<file path="config.mk">
export PLATFORM = sky130hd
export DESIGN_NAME = reg_file_param
export DESIGN_NICKNAME = d
export VERILOG_FILES = /design/src/rtl/reg_file_param.sv
export SDC_FILE = /design/constraint.sdc
export NUM_CORES = 1
export LEC_CHECK = 0
export ABC_AREA = 0
export CAP_MARGIN = 20
export CORE_MARGIN = 8
export CORE_UTILIZATION = 49
export DETAILED_ROUTE_END_ITERATION = 16
export PLACE_DENSITY = 0.66
export SYNTH_ARGS = -nofsm -noshare
export SYNTH_HDL_FRONTEND = slang
export SYNTH_SLANG_ARGS = --single-unit
export TNS_END_PERCENT = 20
</file>
<file path="constraint.sdc">
create_clock -name clk -period 9.9 [get_ports clk]
set_clock_uncertainty 0.2 [all_clocks]
set_input_delay 1.485 -clock clk [delete_from_list [all_inputs] [get_ports clk]]
set_output_delay 1.485 -clock clk [all_outputs]
set_load 0.03 [all_outputs]
</file>
<file path="src/rtl/reg_file_param.sv">
// reg_file_param: parametrised decode-stage register file with zero register,
// stack-pointer preset and post-reset clear engine. Write-through forwarding
// is enabled by defining REG_FILE_BYPASS_EN.
module reg_file_param #(
  parameter int unsigned DATA_W   = 32,
  parameter int unsigned ADDR_W   = 5,
  parameter int unsigned NUM_RD   = 2,
  parameter int unsigned SP_IDX   = 29,
  parameter int unsigned SP_INIT  = 10000,
  parameter bit          ZERO_REG = 1'b1
) (
  input  logic                     clk,
  input  logic                     rst,
  input  logic                     regWrite,
  input  logic [ADDR_W-1:0]        writeReg,
  input  logic [DATA_W-1:0]        writeData,
  input  logic [NUM_RD*ADDR_W-1:0] readReg,
  output logic [NUM_RD*DATA_W-1:0] readData,
  output logic                     init_busy
);

  localparam int unsigned DEPTH = 2**ADDR_W;

  typedef enum logic {
    CLEAR = 1'b0,
    READY = 1'b1
  } state_t;

  state_t            r_state;
  state_t            w_state_nxt;
  logic [ADDR_W-1:0] r_clr_idx;
  logic [ADDR_W-1:0] w_clr_idx_nxt;
  logic [DATA_W-1:0] r_mem [DEPTH];
  logic              w_clr_last;
  logic              w_wr_en;

  assign w_clr_last = (r_clr_idx == ADDR_W'(DEPTH - 1));
  assign init_busy  = (r_state == CLEAR);

  // State and clear-counter register; the only flops with reset.
  always_ff @(posedge clk or posedge rst) begin
    if (rst) begin
      r_state   <= CLEAR;
      r_clr_idx <= '0;
    end else begin
      r_state   <= w_state_nxt;
      r_clr_idx <= w_clr_idx_nxt;
    end
  end

  always_comb begin
    w_state_nxt   = r_state;
    w_clr_idx_nxt = r_clr_idx;
    case (r_state)
      CLEAR: begin
        w_clr_idx_nxt = r_clr_idx + ADDR_W'(1);
        if (w_clr_last) begin
          w_state_nxt = READY;
        end
      end
      default: ;
    endcase
  end

  assign w_wr_en = (r_state == READY) && regWrite &&
                   !(ZERO_REG && (writeReg == '0));

  // Array has no reset: the clear engine scrubs it, then write-back owns it.
  always_ff @(posedge clk) begin
    if (r_state == CLEAR) begin
      r_mem[r_clr_idx] <= (r_clr_idx == ADDR_W'(SP_IDX)) ? DATA_W'(SP_INIT) : '0;
    end else if (w_wr_en) begin
      r_mem[writeReg] <= writeData;
    end
  end

  for (genvar k = 0; k < NUM_RD; k++) begin : g_rd
    logic [ADDR_W-1:0] w_idx;
    logic [DATA_W-1:0] w_data;

    assign w_idx = readReg[k*ADDR_W +: ADDR_W];

    // Zero-latency read; forced to zero while clearing and for the zero register.
    always_comb begin
      w_data = r_mem[w_idx];
`ifdef REG_FILE_BYPASS_EN
      if (regWrite && (writeReg == w_idx)) begin
        w_data = writeData;
      end
`endif
      if ((r_state == CLEAR) || (ZERO_REG && (w_idx == '0))) begin
        w_data = '0;
      end
    end

    assign readData[k*DATA_W +: DATA_W] = w_data;
  end

endmodule

</file>
Word level (Yosys, flattened, before mapping)
Memories as Yosys holds them, arrays and structs flattened.
Cells that the tools add are included.
{"block": "op_classes", "n_mux": 12, "div_mod_pow": 0, "n_lt_le_gt_ge": 0, "n_bitwise": 1, "n_reduce_logical": 9, "add_sub_neg": 1, "n_mul": 0, "n_eq_ne": 2, "shifts": 0}
{"cell": "$mux 32", "count": 3}
{"cell": "$reduce_or 32->1", "count": 1}
{"cell": "$logic_not 5->1", "count": 3}
{"cell": "$mux 14", "count": 1}
{"cell": "$eq 5x5->1 const B", "count": 2}
{"cell": "$mux 1", "count": 7}
{"cell": "$add 5x1->5 const B", "count": 1}
{"cell": "$mux 5", "count": 1}
{"cell": "$logic_and 1x1->1", "count": 2}
{"cell": "$logic_or 1x1->1", "count": 2}
{"cell": "$logic_not 1->1", "count": 1}
{"cell": "$not 1->1", "count": 1}
{"block": "word_totals", "ff_bits": 6, "input_bits": 50, "memories": 1, "ram_bits": 1024, "word_cells": 28, "romBits": 0, "latchBits": 0, "out_inout_bits": 65}
{"name": "r_mem", "depth": 32, "width": 32, "rd": 2, "rd_clocked_by_memory_dff": 0, "write_ports": 1, "line_no": "33", "source": "logic [DATA_W-1:0] r_mem [DEPTH];"}

Depth between registers and ports, before layout
Gate-level depths: netlist of the first run.
{"block": "depth", "word_depth": 8, "ltp_mapped": 8, "ltp_nobuf": 4}

Least setup slack after synthesis of the first run
No wires, ideal clock.
{"block": "synth_timing", "path_kind": "input to register", "startpoint": "input port writeReg[4]", "endpoint": "memory r_mem[15][0] (enable)", "setup_ns": 0.501, "arrival_ns": 5.370, "slack_ns": 3.829, "cell_stages": 4, "path_cell_list": "nor3_2 a21oi_2 o32a_1 nor4_1"}
{"block": "synth_via", "elab_chain_cells": 8}
{"item": "start, declared", "line_no": "15", "source": "input logic [ADDR_W-1:0] writeReg,"}
{"item": "$logic_not 5->1", "line_no": "66", "source": "!(ZERO_REG && (writeReg == '0));"}
{"item": "$logic_not 1->1", "line_no": "66"}
{"item": "$logic_and 1x1->1", "line_no": "65", "source": "assign w_wr_en = (r_state == READY) && regWrite &&"}
{"item": "$mux 1", "line_no": "72", "source": "end else if (w_wr_en) begin"}
{"item": "$mux 1", "line_no": "70", "source": "if (r_state == CLEAR) begin"}
{"item": "$mux 1 (not written as such)", "line_no": "73", "source": "r_mem[writeReg] <= writeData;"}
{"item": "$reduce_or 32->1 (no line)"}
{"item": "$mux 5 (no line) / $mux 1 (equally long branches)"}
{"item": "end, declared", "line_no": "33"}
Parallel ways exist; a longest one is shown, timed or not.

Worst setup path in the final report of the first run
{"block": "layout_timing", "startpoint": "input port readReg[3]", "endpoint": "output port readData[29]"}
{"block": "layout_via", "elab_chain_cells": 3}
{"item": "start, declared", "line_no": "17", "source": "input logic [NUM_RD*ADDR_W-1:0] readReg,"}
{"item": "parallel branches: the longest is 2 deep, another holds $mem_v2 32x32"}
{"item": "$mux 32 *", "line_no": "91", "source": "if ((r_state == CLEAR) || (ZERO_REG && (w_idx == '0))) begin"}
{"item": "end, declared", "line_no": "18", "source": "output logic [NUM_RD*DATA_W-1:0] readData,"}
Mark *: on every way between the ends.

==> metrics.md, run 1 <==
| Metric | Value |
|---|---|
| Length of routed wiring on met1 | `60300 µm` |
| Fraction of layout instances using a drive strength above 1 | `17.8%` |
| Count of clock tree sinks | `1030` |
| Peak ir drop on the vdd network | `0.213 mV` |
| Status | `completed` |
| Die footprint | `0.109 mm²` |
| Number of buffers inserted for hold repair after clock tree synthesis | `0` |
| Sum of routed wire length over all layers | `163000 µm` |
| Drt pass-1 iters | `6` |
| Die X | `330 µm` |
| Distinct cell type count of the synthesized netlist | `49` |
| Buffers from clock root to sink, at most | `3` |
| Hold Path Class | `reg2reg` |
| Vias in the first global route | `30930` |
| Async set or reset register ratio after synthesis | `0.583%` |
| DRC errors left | `0` |
| Post-cts resize count | `0` |
| Final HPWL from detailed placement | `86900 µm` |
| Core box area | `0.0981 mm²` |
| Total of warnings raised by yosys | `0` |
| Remaining max-slew budget at the tightest pin | `16.2%` |
| Worst-case hold slack | `0.355 ns` |
| Tcrit/Tclk final | `75.5%` |
| Sum of negative setup slack | `0 ns` |
| Initial antenna violation count | `5` |
| Count of flip-flops with a built-in enable after synthesis | `1024` |
| CTS tree | `yes` |
| Most instantiated flip-flop cell in the synthesis netlist | `sky130_fd_sc_hd__edfxtp_1` |
| Clock period minus final worst setup slack | `7.47 ns` |
| Source-to-sink clock delay at the later pin of the worst-skew pair | `0.67 ns` |
| Drt first-iter violations | `4731` |
| Number of levels the H-tree was split into | `3` |
| Crit path max fanout | `25` |
| Cell area after synthesis | `0.0484 mm²` |
| Worst Path Arrival | `5.79 ns` |
| Sum of met3 wire segment lengths after detailed routing | `20700 µm` |
| Register bit count reported by yosys | `1030` |
| Die Y-Extent | `330 µm` |
| Actual slew at the worst max-slew pin | `1.26 ns` |
| Highest attainable clock frequency | `134 MHz` |
| FP Rows | `115` |
| Routability Congestion | `0.862` |
| Total congestion overflow | `0` |
| Place WS | `2.54 ns` |
| Leakage power total | `19.6 nW` |
| Global Route Usage Sum | `29.4%` |
| Hold Violations, Final | `0` |
| Required @ worst endpoint | `8.22 ns` |
| Initial core utilization | `49.4%` |
| Unrepaired setup endpoints after global routing | `false` |
| Worst Setup Start Kind | `primary input` |
| Post-synth net total | `2990` |
| Mapped Avg Cell Area | `16.5 µm²` |
| Power per cell area | `180 mW/mm²` |
| Largest net degree at the start of global routing | `117` |
| Clock transition time at the flip-flop clock pins of the worst setup and hold paths | `0.06 ns` |
| Post-CTS setup repair buffer count | `0` |
| Routed wirelength normalized by instance count | `37.1 µm` |
| Number of primary I/O pins | `115` |
| Average via count per standard cell | `7.14` |
| Mapped Cells | `2937` |
| Post-detailed-route count of antenna-violating nets | `0` |
| MaxCap Viol Count | `0` |
| Total CTS buffers | `103` |
| Finish-stage setup viols | `0` |
| Net count reported at finish | `3072` |
| Input/output buffers | `114` |
| Sequential-to-total area share from yosys stat | `63.8%` |
| Detailed route wirelength on metal2 | `73800 µm` |
| Type of the worst setup path | `in2out` |
| Top routing layer in use | `met4` |
| Kind of end point of the critical path | `primary output` |
| Synthesis-to-finish area growth | `12.7%` |
| Post-route setup slack | `2.43 ns` |
| Final count of pins violating max slew | `0` |
| Via count | `31397` |
| Cell at the root of the clock tree | `sky130_fd_sc_hd__clkbuf_16` |
| Wire length of the first global-routing pass | `228000 µm` |
[final timing paths]
| check | start | endpoint | slack [ns] | cells after the start |
|---|---|---|---|---|
| worst max-delay path | readReg[3] | readData[29] | 2.43 | 7 |
| worst min-delay path | r_clr_idx[0] | r_clr_idx[0] | 0.36 | 1 |
| worst max register to register | r_state | r_mem[17][9] | 6.47 | 6 |
| worst min register to register | r_clr_idx[0] | r_clr_idx[0] | 0.36 | 1 |
| max in group asynchronous | rst | r_clr_idx[1] | 8.36 | 2 |
| min in group asynchronous | rst | r_clr_idx[4] | 0.94 | 2 |
[state kept, by name, indices dropped and copies added, names as in the netlist]
signal,count
r_state,1
r_mem,1024
r_clr_idx,5
[area by class of cell]
cell class / instances / area (µm²)
Multi-Input combinational cell: 1671 / 16500
Fill cell: 7467 / 43500
Inverter: 6 / 22.5
Clock buffer: 125 / 2720
Antenna cell: 2 / 5.00
Tap cell: 1287 / 1610
Timing Repair Buffer: 207 / 2010
Sequential cell: 1030 / 30900
Clock inverter: 68 / 831
[critical path, cell delays in order]
cell and delay [ns]:
sky130_fd_sc_hd__clkdlybuf4s50_1 0.54, sky130_fd_sc_hd__nor3b_4 0.95, sky130_fd_sc_hd__buf_4 0.54, sky130_fd_sc_hd__and2_2 1.03
sky130_fd_sc_hd__a21oi_1 0.15, sky130_fd_sc_hd__nand4_1 0.29, sky130_fd_sc_hd__clkdlybuf4s50_1 0.75
[power by group]
part / switching, mW / internal, mW
logic: 0.575 / 0.292
clock network: 1.68 / 2.45
registers: 0.00473 / 4.82
[placed cells by master, fill, tap and decap left out, drive strengths merged, types with 2 or more instances in the layout]
| master | netlist | final |
|---|---|---|
| a21o | 7 | 7 |
| a21oi | 135 | 135 |
| a22oi | 234 | 234 |
| a31oi | 24 | 24 |
| a32oi | 6 | 6 |
| and2 | 32 | 32 |
| and3 | 58 | 58 |
| buf | 143 | 96 |
| bufinv | 0 | 19 |
| clkbuf | 87 | 127 |
| clkdlybuf4s50 | 0 | 109 |
| clkinv | 0 | 39 |
| clkinvlp | 0 | 8 |
| dfrtp | 6 | 6 |
| diode | 0 | 2 |
| edfxtp | 1024 | 1024 |
| ha | 3 | 3 |
| inv | 6 | 8 |
| mux2 | 2 | 2 |
| mux2i | 544 | 544 |
| mux4 | 240 | 240 |
| nand2 | 104 | 104 |
| nand3 | 138 | 138 |
| nand4 | 65 | 65 |
| nor2 | 21 | 21 |
| nor2b | 9 | 9 |
| nor3 | 17 | 17 |
| nor3b | 5 | 5 |
| nor4 | 5 | 5 |
| nor4b | 2 | 2 |
| o21ba | 2 | 2 |
| o32a | 3 | 3 |
| xnor2 | 3 | 3 |
[cells in the mapped netlist, types with 7 or more instances]
library cell,count,area [µm²]
sky130_fd_sc_hd__a21o_1,7,52.6
sky130_fd_sc_hd__a21oi_1,134,671
sky130_fd_sc_hd__a22oi_1,234,1760
sky130_fd_sc_hd__a31oi_1,24,150
sky130_fd_sc_hd__and2_1,32,200
sky130_fd_sc_hd__and3_1,58,363
sky130_fd_sc_hd__buf_1,9,33.8
sky130_fd_sc_hd__buf_2,48,240
sky130_fd_sc_hd__buf_4,58,435
sky130_fd_sc_hd__buf_6,28,315
sky130_fd_sc_hd__clkbuf_1,86,323
sky130_fd_sc_hd__edfxtp_1,1024,30700
sky130_fd_sc_hd__mux2i_1,544,5450
sky130_fd_sc_hd__mux4_2,240,5410
sky130_fd_sc_hd__nand2_1,103,387
sky130_fd_sc_hd__nand3_1,138,691
sky130_fd_sc_hd__nand4_1,65,407
sky130_fd_sc_hd__nor2_1,20,75.1
sky130_fd_sc_hd__nor2b_1,9,56.3
sky130_fd_sc_hd__nor3_1,16,80.1
[per-stage QoR]
stage / util, % / cells / power (mW) / cell area [µm²]
4_1_cts: 55.5 / 4385 / 9.82 / 54400
2_1_floorplan: - / 2937 / 5.43 / 48400
6_report: 55.7 / 4396 / 9.82 / 54600
3_5_place_dp: 51.9 / 4192 / 5.76 / 50900
5_1_grt: 55.6 / 4394 / 10.0 / 54600
3_3_place_gp: 51.8 / 4190 / 5.74 / 50900
[logic make-up after synthesis]
kind of cell	Yosys count	synth area share (%)
flip-flops	1030	63.8
multiplexers	786	22.4
AND/OR/NAND/NOR	463	5.06
AO/OA/AOI/OAI	416	5.75
buffers and inverters	236	2.84
XOR/XNOR	3	0.0542
adder cells (fa/ha/maj)	3	0.0775
[per-layer routing]
layer	up-vias	global-route usage, %
met3	479	7.34
met2	2410	45.2
met1	16207	39.5
li1	12301	-
met5	-	0
met4	0	13.6
Note: power is estimated with default switching activity, not from simulation.
==> inputs of run 2 (changes only) <==
==> constraint.sdc (replaced) <==
create_clock -name clk -period 7.22 [get_ports clk]
set_clock_uncertainty 0.2 [all_clocks]
set_input_delay 1.083 -clock clk [delete_from_list [all_inputs] [get_ports clk]]
set_output_delay 1.083 -clock clk [all_outputs]
set_load 0.03 [all_outputs]
==> run 2 against run 1 <==
Effect of this change: die area unchanged; final cell count grew 0.34%; critical path depth stayed put; largest power group unchanged.
==> metrics.md, run 2 (synthesis gave the netlist of run 1 again) <==
| Metric | Value |
|---|---|
| Sum of routed wire length over all layers | `160000 µm (was 163000 µm)` |
| Core box area | `0.0981 mm² (unchanged)` |
| Worst Path Arrival | `4.54 ns (was 5.79 ns)` |
| Place WS | `1.44 ns (was 2.54 ns)` |
| Post-CTS setup repair buffer count | `0 (unchanged)` |
| Largest register FFs | `1024 (unchanged)` |
| Highest attainable clock frequency | `172 MHz` |
| Hold Path Class | `reg2reg (unchanged)` |
| Non-filler cells, final | `4411 (was 4396)` |
| Average via count per standard cell | `7.10 (was 7.14)` |
| Final HPWL from detailed placement | `93100 µm (was 86900 µm)` |
| Buffers from clock root to sink, at most | `3 (unchanged)` |
| Vias in the first global route | `31419 (was 30930)` |
| Tcrit/Tclk final | `80.7%` |
| Drt first-iter violations | `4356 (was 4731)` |
| Peak ir drop on the vdd network | `0.206 mV (was 0.213 mV)` |
| Wire length of the first global-routing pass | `226000 µm (was 228000 µm)` |
| Input/output buffers | `114 (unchanged)` |
| DRC errors left | `0 (unchanged)` |
| # placed instances | `4225 (was 4192)` |
| Total CTS buffers | `100 (was 103)` |
| Hold Violations, Final | `0 (unchanged)` |
| Leakage power total | `19.6 nW (about the same)` |
| Post-detailed-route count of antenna-violating nets | `0 (unchanged)` |
| Initial core utilization | `49.4% (unchanged)` |
| Total placed instance area | `0.0513 mm² (was 0.0509 mm²)` |
| Remaining max-slew budget at the tightest pin | `24.6% (was 16.2%)` |
| Via count | `31323 (was 31397)` |
| Clock transition time at the flip-flop clock pins of the worst setup and hold paths | `0.06 ns (about the same)` |
| Worst-case hold slack | `0.366 ns (was 0.355 ns)` |
| Total congestion overflow | `0 (unchanged)` |
| Type of the worst setup path | `in2out (unchanged)` |
| Fraction of layout instances using a drive strength above 1 | `18.2% (was 17.8%)` |
| Die footprint | `0.109 mm² (unchanged)` |
| Post-route setup slack | `1.40 ns (was 2.43 ns)` |
| Drt pass-1 iters | `6 (unchanged)` |
| Count of clock tree sinks | `1030 (unchanged)` |
| Actual slew at the worst max-slew pin | `1.13 ns (was 1.26 ns)` |
| Net count reported at finish | `3102 (was 3072)` |
| Number of buffers inserted for hold repair after clock tree synthesis | `0 (unchanged)` |
| Commonest non-fill, non-tap cell in the layout | `sky130_fd_sc_hd__edfxtp_1 (unchanged)` |
| Crit path max fanout | `14 (was 25)` |
| Routability Congestion | `0.853 (was 0.862)` |
| Clock period minus final worst setup slack | `5.82 ns` |
| Initial antenna violation count | `5 (unchanged)` |
| CTS tree | `yes (unchanged)` |
| Die X | `330 µm (unchanged)` |
| Power per cell area | `236 mW/mm² (was 180 mW/mm²)` |
| Post-route cell area | `0.0546 mm² (about the same)` |
| Commonest non-fill, non-tap cells in the layout | `sky130_fd_sc_hd__edfxtp_1 (1024), sky130_fd_sc_hd__mux2i_1 (544), sky130_fd_sc_hd__mux4_2 (240), sky130_fd_sc_hd__a22oi_1 (234), sky130_fd_sc_hd__nand3_1 (136) (unchanged)` |
| FP Rows | `115 (unchanged)` |
| Finish-stage setup viols | `0 (unchanged)` |
| Worst Setup Start Kind | `primary input (unchanged)` |
| Sum of negative setup slack | `0 ns (unchanged)` |
| MaxCap Viol Count | `0 (unchanged)` |
| Post-cts resize count | `0 (unchanged)` |
| Final Total Pwr | `12.9 mW (was 9.82 mW)` |
| Fraction of the core area covered by cells at the end of the flow | `55.6% (was 55.7%)` |
| Kind of end point of the critical path | `primary output (unchanged)` |
| Synthesis-to-finish area growth | `12.6% (was 12.7%)` |
| Global Route Usage Sum | `28.8% (was 29.4%)` |
| Source-to-sink clock delay at the later pin of the worst-skew pair | `0.66 ns (was 0.67 ns)` |
| Die Y-Extent | `330 µm (unchanged)` |
| Routed wirelength normalized by instance count | `36.3 µm (was 37.1 µm)` |
| Final count of pins violating max slew | `0 (unchanged)` |
| Number of levels the H-tree was split into | `3 (unchanged)` |
| Number of primary I/O pins | `115 (unchanged)` |
| Largest regs | `r_mem (1024), r_clr_idx (5), r_state (1) (unchanged)` |
| Unrepaired setup endpoints after global routing | `false (unchanged)` |
| Status | `completed (unchanged)` |
| Largest net degree at the start of global routing | `77 (was 117)` |
| Required @ worst endpoint | `5.94 ns (was 8.22 ns)` |
| Cell at the root of the clock tree | `sky130_fd_sc_hd__clkbuf_16 (unchanged)` |
| Largest reg by FF count | `r_mem (unchanged)` |
-- run 2: power by group --
group | total (mW) | internal, mW | switching [mW]
Clock | 5.04 | 2.81 | 2.23
Sequential | 6.61 | 6.60 | 0.00638
Combinational | 1.21 | 0.418 | 0.795
-- run 2: worst max-delay path, cell delays in order --
cell                              delay, ns
sky130_fd_sc_hd__clkdlybuf4s50_1       0.55
sky130_fd_sc_hd__nor3b_4               0.88
sky130_fd_sc_hd__and2_2                0.59
sky130_fd_sc_hd__buf_12                0.26
sky130_fd_sc_hd__a21oi_1               0.10
sky130_fd_sc_hd__nand4_1               0.30
sky130_fd_sc_hd__clkdlybuf4s50_1       0.75
-- run 2: routing by layer --
layer	share of wire (%)	vias to the layer above	global-route usage (%)
met5	0	-	0
met4	5.7	0	14.5
met3	12	486	6.09
met2	46	2464	45.1
met1	36	16033	38.1
li1	-	12340	-
-- run 2: area by class of cell --
type | count | area (µm²)
clock buffers | 120 | 2640
multi-input cells | 1671 | 16500
diodes | 2 | 5.00
fillers | 7523 | 43600
inverters | 6 | 22.5
repair buffers | 240 | 2440
clock inverters | 55 | 434
well taps | 1287 | 1610
flip-flops and latches | 1030 | 30900
-- run 2: final timing paths --
check,from,to,slack (ns),cells past startpoint
min in group asynchronous,rst,r_clr_idx[2],0.48,2
hold / removal,r_clr_idx[0],r_clr_idx[0],0.37,1
setup reg to reg,r_state,r_mem[9][25],3.59,6
hold reg to reg,r_clr_idx[0],r_clr_idx[0],0.37,1
setup / recovery,readReg[3],readData[29],1.40,7
max in group asynchronous,rst,r_state,6.14,2
